==> src/rtl/elevator_request_scheduler_if.sv <==
// rtl/elevator_request_scheduler_if.sv - keypad/controller-side signal bundle for the elevator request scheduler
interface elevator_request_scheduler_if;
    logic [3:0] floor_key;
    logic [1:0] cur_floor;
    logic       target_ack;
    logic       arrived;
    logic [1:0] target_floor;
    logic       target_valid;
    logic [3:0] pending;
    logic       dir_up;
    logic       sched_idle;

    modport master (
        output floor_key, cur_floor, target_ack, arrived,
        input  target_floor, target_valid, pending, dir_up, sched_idle
    );

    modport slave (
        input  floor_key, cur_floor, target_ack, arrived,
        output target_floor, target_valid, pending, dir_up, sched_idle
    );
endinterface

==> src/rtl/elevator_request_scheduler.sv <==
// rtl/elevator_request_scheduler.sv - SCAN floor-call scheduler with valid/ack target handoff
// Optional idle home-return trip enabled by defining HOME_RETURN_EN.
module elevator_request_scheduler #(
    parameter int HOME_FLOOR = 0,
    parameter int HOME_DELAY = 255
) (
    input  logic clk,
    input  logic reset,
    elevator_request_scheduler_if.slave bus
);
    typedef enum logic [1:0] {IDLE, SELECT, ISSUE, SERVE} state_t;

    state_t     state_q, state_d;
    logic [1:0] target_q, target_d;
    logic       dir_q, dir_d;
    logic [3:0] pending_q, pending_d;
    logic [3:0] clr_mask, up_mask, dn_mask;
    logic       sel_found, sel_flip;
    logic [1:0] sel_floor;
    logic       valid_c, idle_c;

    function automatic logic [1:0] lowest_set(input logic [3:0] m);
        lowest_set = 2'd0;
        for (int i = 3; i >= 0; i--) if (m[i]) lowest_set = 2'(i);
    endfunction

    function automatic logic [1:0] highest_set(input logic [3:0] m);
        highest_set = 2'd0;
        for (int i = 0; i < 4; i++) if (m[i]) highest_set = 2'(i);
    endfunction

    // Clearing on arrival beats a simultaneous key press for the same floor.
    assign clr_mask  = bus.arrived ? (4'b0001 << bus.cur_floor) : 4'b0000;
    assign pending_d = (pending_q | bus.floor_key) & ~clr_mask;

    assign up_mask = pending_q & (4'b1110 << bus.cur_floor);
    assign dn_mask = pending_q & ((4'b0001 << bus.cur_floor) - 4'b0001);

    always_comb begin
        sel_found = 1'b1;
        sel_flip  = 1'b0;
        sel_floor = bus.cur_floor;
        if (pending_q[bus.cur_floor]) begin
            sel_floor = bus.cur_floor;
        end else if (dir_q && (up_mask != 4'b0000)) begin
            sel_floor = lowest_set(up_mask);
        end else if (!dir_q && (dn_mask != 4'b0000)) begin
            sel_floor = highest_set(dn_mask);
        end else if (dir_q && (dn_mask != 4'b0000)) begin
            sel_floor = highest_set(dn_mask);
            sel_flip  = 1'b1;
        end else if (!dir_q && (up_mask != 4'b0000)) begin
            sel_floor = lowest_set(up_mask);
            sel_flip  = 1'b1;
        end else begin
            sel_found = 1'b0;
        end
    end

`ifdef HOME_RETURN_EN
    localparam logic [1:0] HOME    = 2'(HOME_FLOOR);
    localparam logic [7:0] HOME_DLY = 8'(HOME_DELAY);

    logic [7:0] idle_cnt_q, idle_cnt_d;
    logic       cnt_cond, home_go;

    assign cnt_cond   = (state_q == IDLE) && (pending_q == 4'b0000) && (bus.cur_floor != HOME);
    assign home_go    = cnt_cond && (idle_cnt_q == HOME_DLY);
    assign idle_cnt_d = cnt_cond ? idle_cnt_q + 8'd1 : 8'd0;

    always_ff @(posedge clk or posedge reset) begin
        if (reset) idle_cnt_q <= 8'd0;
        else       idle_cnt_q <= idle_cnt_d;
    end
`else
    logic unused_home;
    assign unused_home = ^{HOME_FLOOR, HOME_DELAY};
`endif

    always_ff @(posedge clk or posedge reset) begin
        if (reset) state_q <= IDLE;
        else       state_q <= state_d;
    end

    always_comb begin
        state_d  = state_q;
        target_d = target_q;
        dir_d    = dir_q;
        case (state_q)
            IDLE: begin
                if (pending_q != 4'b0000) begin
                    state_d = SELECT;
                end
`ifdef HOME_RETURN_EN
                else if (home_go) begin
                    state_d  = ISSUE;
                    target_d = HOME;
                    dir_d    = (HOME > bus.cur_floor);
                end
`endif
            end
            SELECT: begin
                if (sel_found) begin
                    state_d  = ISSUE;
                    target_d = sel_floor;
                    if (sel_flip) dir_d = ~dir_q;
                end else begin
                    state_d = IDLE;
                end
            end
            ISSUE:   if (bus.target_ack) state_d = SERVE;
            SERVE: begin
                if (bus.arrived && (bus.cur_floor == target_q))
                    state_d = (pending_d != 4'b0000) ? SELECT : IDLE;
            end
            default: state_d = IDLE;
        endcase
    end

    always_comb begin
        valid_c = (state_q == ISSUE);
        idle_c  = (state_q == IDLE);
    end

    always_ff @(posedge clk or posedge reset) begin
        if (reset) begin
            target_q  <= 2'd0;
            dir_q     <= 1'b1;
            pending_q <= 4'b0000;
        end else begin
            target_q  <= target_d;
            dir_q     <= dir_d;
            pending_q <= pending_d;
        end
    end

    assign bus.target_floor = target_q;
    assign bus.target_valid = valid_c;
    assign bus.pending      = pending_q;
    assign bus.dir_up       = dir_q;
    assign bus.sched_idle   = idle_c;
endmodule

==> src/flat_wrapper.sv <==
// flat-port wrapper written by rule: the top's interface ports become plain ports
module elevator_request_scheduler_flat 
#(
    parameter int HOME_FLOOR = 0,
    parameter int HOME_DELAY = 255
)
  (clk, reset, bus_floor_key, bus_cur_floor, bus_target_ack, bus_arrived, bus_target_floor, bus_target_valid, bus_pending, bus_dir_up, bus_sched_idle);
  elevator_request_scheduler_if bus_i ();
  input  logic clk;
  input  logic reset;
  input wire logic [$bits(bus_i.floor_key)-1:0] bus_floor_key;
  input wire logic [$bits(bus_i.cur_floor)-1:0] bus_cur_floor;
  input wire logic [$bits(bus_i.target_ack)-1:0] bus_target_ack;
  input wire logic [$bits(bus_i.arrived)-1:0] bus_arrived;
  output wire logic [$bits(bus_i.target_floor)-1:0] bus_target_floor;
  output wire logic [$bits(bus_i.target_valid)-1:0] bus_target_valid;
  output wire logic [$bits(bus_i.pending)-1:0] bus_pending;
  output wire logic [$bits(bus_i.dir_up)-1:0] bus_dir_up;
  output wire logic [$bits(bus_i.sched_idle)-1:0] bus_sched_idle;
  assign bus_i.floor_key = bus_floor_key;
  assign bus_i.cur_floor = bus_cur_floor;
  assign bus_i.target_ack = bus_target_ack;
  assign bus_i.arrived = bus_arrived;
  assign bus_target_floor = bus_i.target_floor;
  assign bus_target_valid = bus_i.target_valid;
  assign bus_pending = bus_i.pending;
  assign bus_dir_up = bus_i.dir_up;
  assign bus_sched_idle = bus_i.sched_idle;
  elevator_request_scheduler #(.HOME_FLOOR(HOME_FLOOR), .HOME_DELAY(HOME_DELAY)) u_core (.clk(clk), .reset(reset), .bus(bus_i));
endmodule
==> config.mk <==
export PLATFORM = sky130hd
export DESIGN_NAME = elevator_request_scheduler_flat
export DESIGN_NICKNAME = d
export VERILOG_FILES = /design/src/rtl/elevator_request_scheduler_if.sv /design/src/rtl/elevator_request_scheduler.sv /design/src/flat_wrapper.sv
export SDC_FILE = /design/constraint.sdc
export NUM_CORES = 1
export LEC_CHECK = 0
export CAP_MARGIN = 20
export CORE_MARGIN = 3
export CORE_UTILIZATION = 45
export DETAILED_ROUTE_END_ITERATION = 10
export PLACE_DENSITY = 0.78
export SYNTH_ARGS = -nofsm -noshare
export SYNTH_HDL_FRONTEND = slang
export SYNTH_SLANG_ARGS = --single-unit
==> constraint.sdc <==
create_clock -name clk -period 2.1 [get_ports clk]
set_input_delay 0.42 -clock clk [delete_from_list [all_inputs] [get_ports clk]]
set_output_delay 0.42 -clock clk [all_outputs]
set_load 0.005 [all_outputs]
==> qor.txt <==
IO Port Bufs -> 18
WS Path Type -> input port to flip-flop
First-pass GRT wire length -> 2.99 mm
Synth Area in XOR/XNOR -> 0.0266
Status -> complete, no violations
Synthesized area -> 659 sq um
Crit. End Element -> flip-flop
Arrival @ worst endpoint -> 2230 ps
Via count -> 728
Gr usage total -> 0.208
Total gr overflow -> 0
Die Width -> 44.3 um
RSZ-0062 raised after global routing -> false
Most frequent cells in the layout -> clkdlybuf4s50_1 (18), nor2_1 (12), o21ai_0 (8), dfrtp_1 (8)
Core area -> 0.00133 sq mm
Synth Area in Simple Gates -> 0.249
Crit start category -> input port
Antenna Violating Nets Remaining -> 0
Finished Layout Cells -> 121
Placed insts -> 117
Fraction of the mapped netlist area in compound gates -> 0.273
# H-tree levels -> 1
Post-DP HPWL -> 1.31 mm
Share of the synthesized area in the top cell type -> 0.304
Slowest CP cell -> mux4_2
Share of layout cells above drive strength 1 -> 0.132
Most common library cell in the layout ignoring fill and taps -> clkdlybuf4s50_1
Final Cycle Share -> 0.978
Mapped Avg Cell Area -> 7.85 sq um
Num Clock Sinks -> 9
Max VDD drop -> 0.000687 V
TritonCTS buffer count -> 3
Fin crit period -> 2050 ps
Storage cell area -> 226 sq um
Combinational family with the most area after synthesis -> compound AO/OA/AOI/OAI gates
Worst hold-check path type -> input port to asynchronous set/reset pin
Clock tree root buffer cell -> clkbuf_4
Vias/cell -> 6.02
Yosys warning total -> 0
Final-report setup violation count -> 0
Post-Syn Nets -> 94
Adder-cell share of the synthesized area -> 0
Initial DRC Count -> 9
Row cnt -> 13
Diode count -> 0
Maximum clock path buffer count -> 2
Tightest Pin Transition -> 373 ps
Synth area leader -> dfrtp_1
Critical Path RT -> 2270 ps
FMAX -> 487 MHz
CP max FO -> 2
Post-synthesis mux area share -> 0.0342
Mapped Cells -> 84
Worst path max stage delay -> 530 ps
Post-route DRC -> 0
Crit-path cells -> clkdlybuf4s50_1, mux4_2, or3_1, o31ai_1, a22oi_1
Largest net degree at the start of global routing -> 18
CTS tree -> done
Hold_buf cts -> 0
Initial Util -> 0.494
Fin util -> 0.677
Max_slew headroom -> 0.749
Top delay family on crit path -> multiplexers
Initial antenna violation count -> 0
Fillers -> 113
Leakage power total -> 0.353 nW
Skew-Pair Late Insertion Delay -> 260 ps
DR pass1 iterations -> 4
Post-CTS Resized -> 0
Number of max-cap violations -> 0
Ranking of synthesized cells by area -> dfrtp_1 (30%), nor2_1 (6.8%), o21ai_0 (6.1%)
Sequential area share after synthesis -> 0.343
Reg clk slew, reported paths -> 60 ps
Final hold vios -> 0
Die Ht -> 44.3 um
Synth cell types -> 31
Area grow syn2layout -> 37.0%
Pwr per Cell Area -> 832 mW/mm^2
WL/cell -> 14.7 um
Area of the multi-input gates -> 384 sq um
Slew Limit Fails -> 0
Final net count -> 117
Routed WL -> 1.78 mm
IO Pins -> 19
Post-CTS setup buffers -> 0
Die area -> 0.00196 sq mm
Bufs and invs on worst path -> 1
Clock skew -> 9.08 ps
Number of global-route vias before repair -> 711
Routability cong. -> 0.791
#FFs+latches synth -> 9
==> routing by layer <==
| layer | share of wire | vias up | global-route usage |
|---|---|---|---|
| li1 | - | 345 | - |
| met1 | 0.42 | 347 | 0.251 |
| met2 | 0.50 | 32 | 0.363 |
| met3 | 0.065 | 4 | 0.0650 |
| met4 | 0.014 | 0 | 0.0422 |
| met5 | 0 | - | 0 |
==> through the flow <==
step	hold slack, ps	worst slack, ps	cell area [sq um]	power, mW	TNS (ps)
final	423	46.1	903	0.751	0
after global routing	451	0.960	903	0.803	0
after CTS	431	44.0	903	0.755	0
after detailed placement	526	-205	877	0.618	-237
after global placement	525	-168	877	0.608	-168
after floorplan	247	300	659	0.456	0
==> area by class of cell <==
class                      instances  share of cell area
inverter                           4              0.0166
clock buffer                       4              0.0291
timing repair buffer              25               0.258
multi-input combinational         64               0.425
sequential                         9               0.251
tap                               15              0.0208
==> logic make-up (layout without fill, tap and decap cells) <==
group	after synthesis	count (layout)
AOI/OAI and AO/OA	28	28
xor gates and xnor gates	2	2
buffers and inverters	11	33
DFF	9	9
muxes	1	1
and+or+nand+nor	33	33
==> worst paths after layout <==
path                                                       from                         endpoint  slack, ps  cells after the start
worst min-delay path                                      reset  u_core.bus.pending[1]$_DFF_PP0_        420                      2
worst min register to register    u_core.bus.dir_up$_DFFE_PP1P_    u_core.bus.dir_up$_DFFE_PP1P_        540                      2
worst max register to register  u_core.bus.pending[2]$_DFF_PP0_    u_core.bus.dir_up$_DFFE_PP1P_        330                      4
min in group clk                  u_core.bus.dir_up$_DFFE_PP1P_    u_core.bus.dir_up$_DFFE_PP1P_        540                      2
max in group asynchronous                                 reset    u_core.bus.dir_up$_DFFE_PP1P_       1360                      2
worst max-delay path                           bus_cur_floor[0]    u_core.bus.dir_up$_DFFE_PP1P_         50                      5
==> power by group <==
group          switching [mW]  total [mW]  internal, mW
clock network          0.0602       0.133        0.0732
logic                   0.152       0.345         0.193
registers              0.0504       0.273         0.222
total                   0.263       0.751         0.489
==> Yosys cell counts, drive strengths merged <==
library cell,n
a311o,1
and3,1
nand2,7
o22ai,1
mux4,1
a21oi,5
clkbuf,6
nor2b,3
dfrtp,8
xnor2,2
or2,1
o32a,1
a31oi,4
nor3b,1
o21bai,1
dfstp,1
buf,1
a22oi,1
o21ai,8
a21boi,2
nand2b,3
or3,1
inv,4
nor4,2
nor2,12
o31ai,1
or4,1
and4,1
a31o,1
a41oi,1
o22a,1
Power figures use the tool's default switching activity.
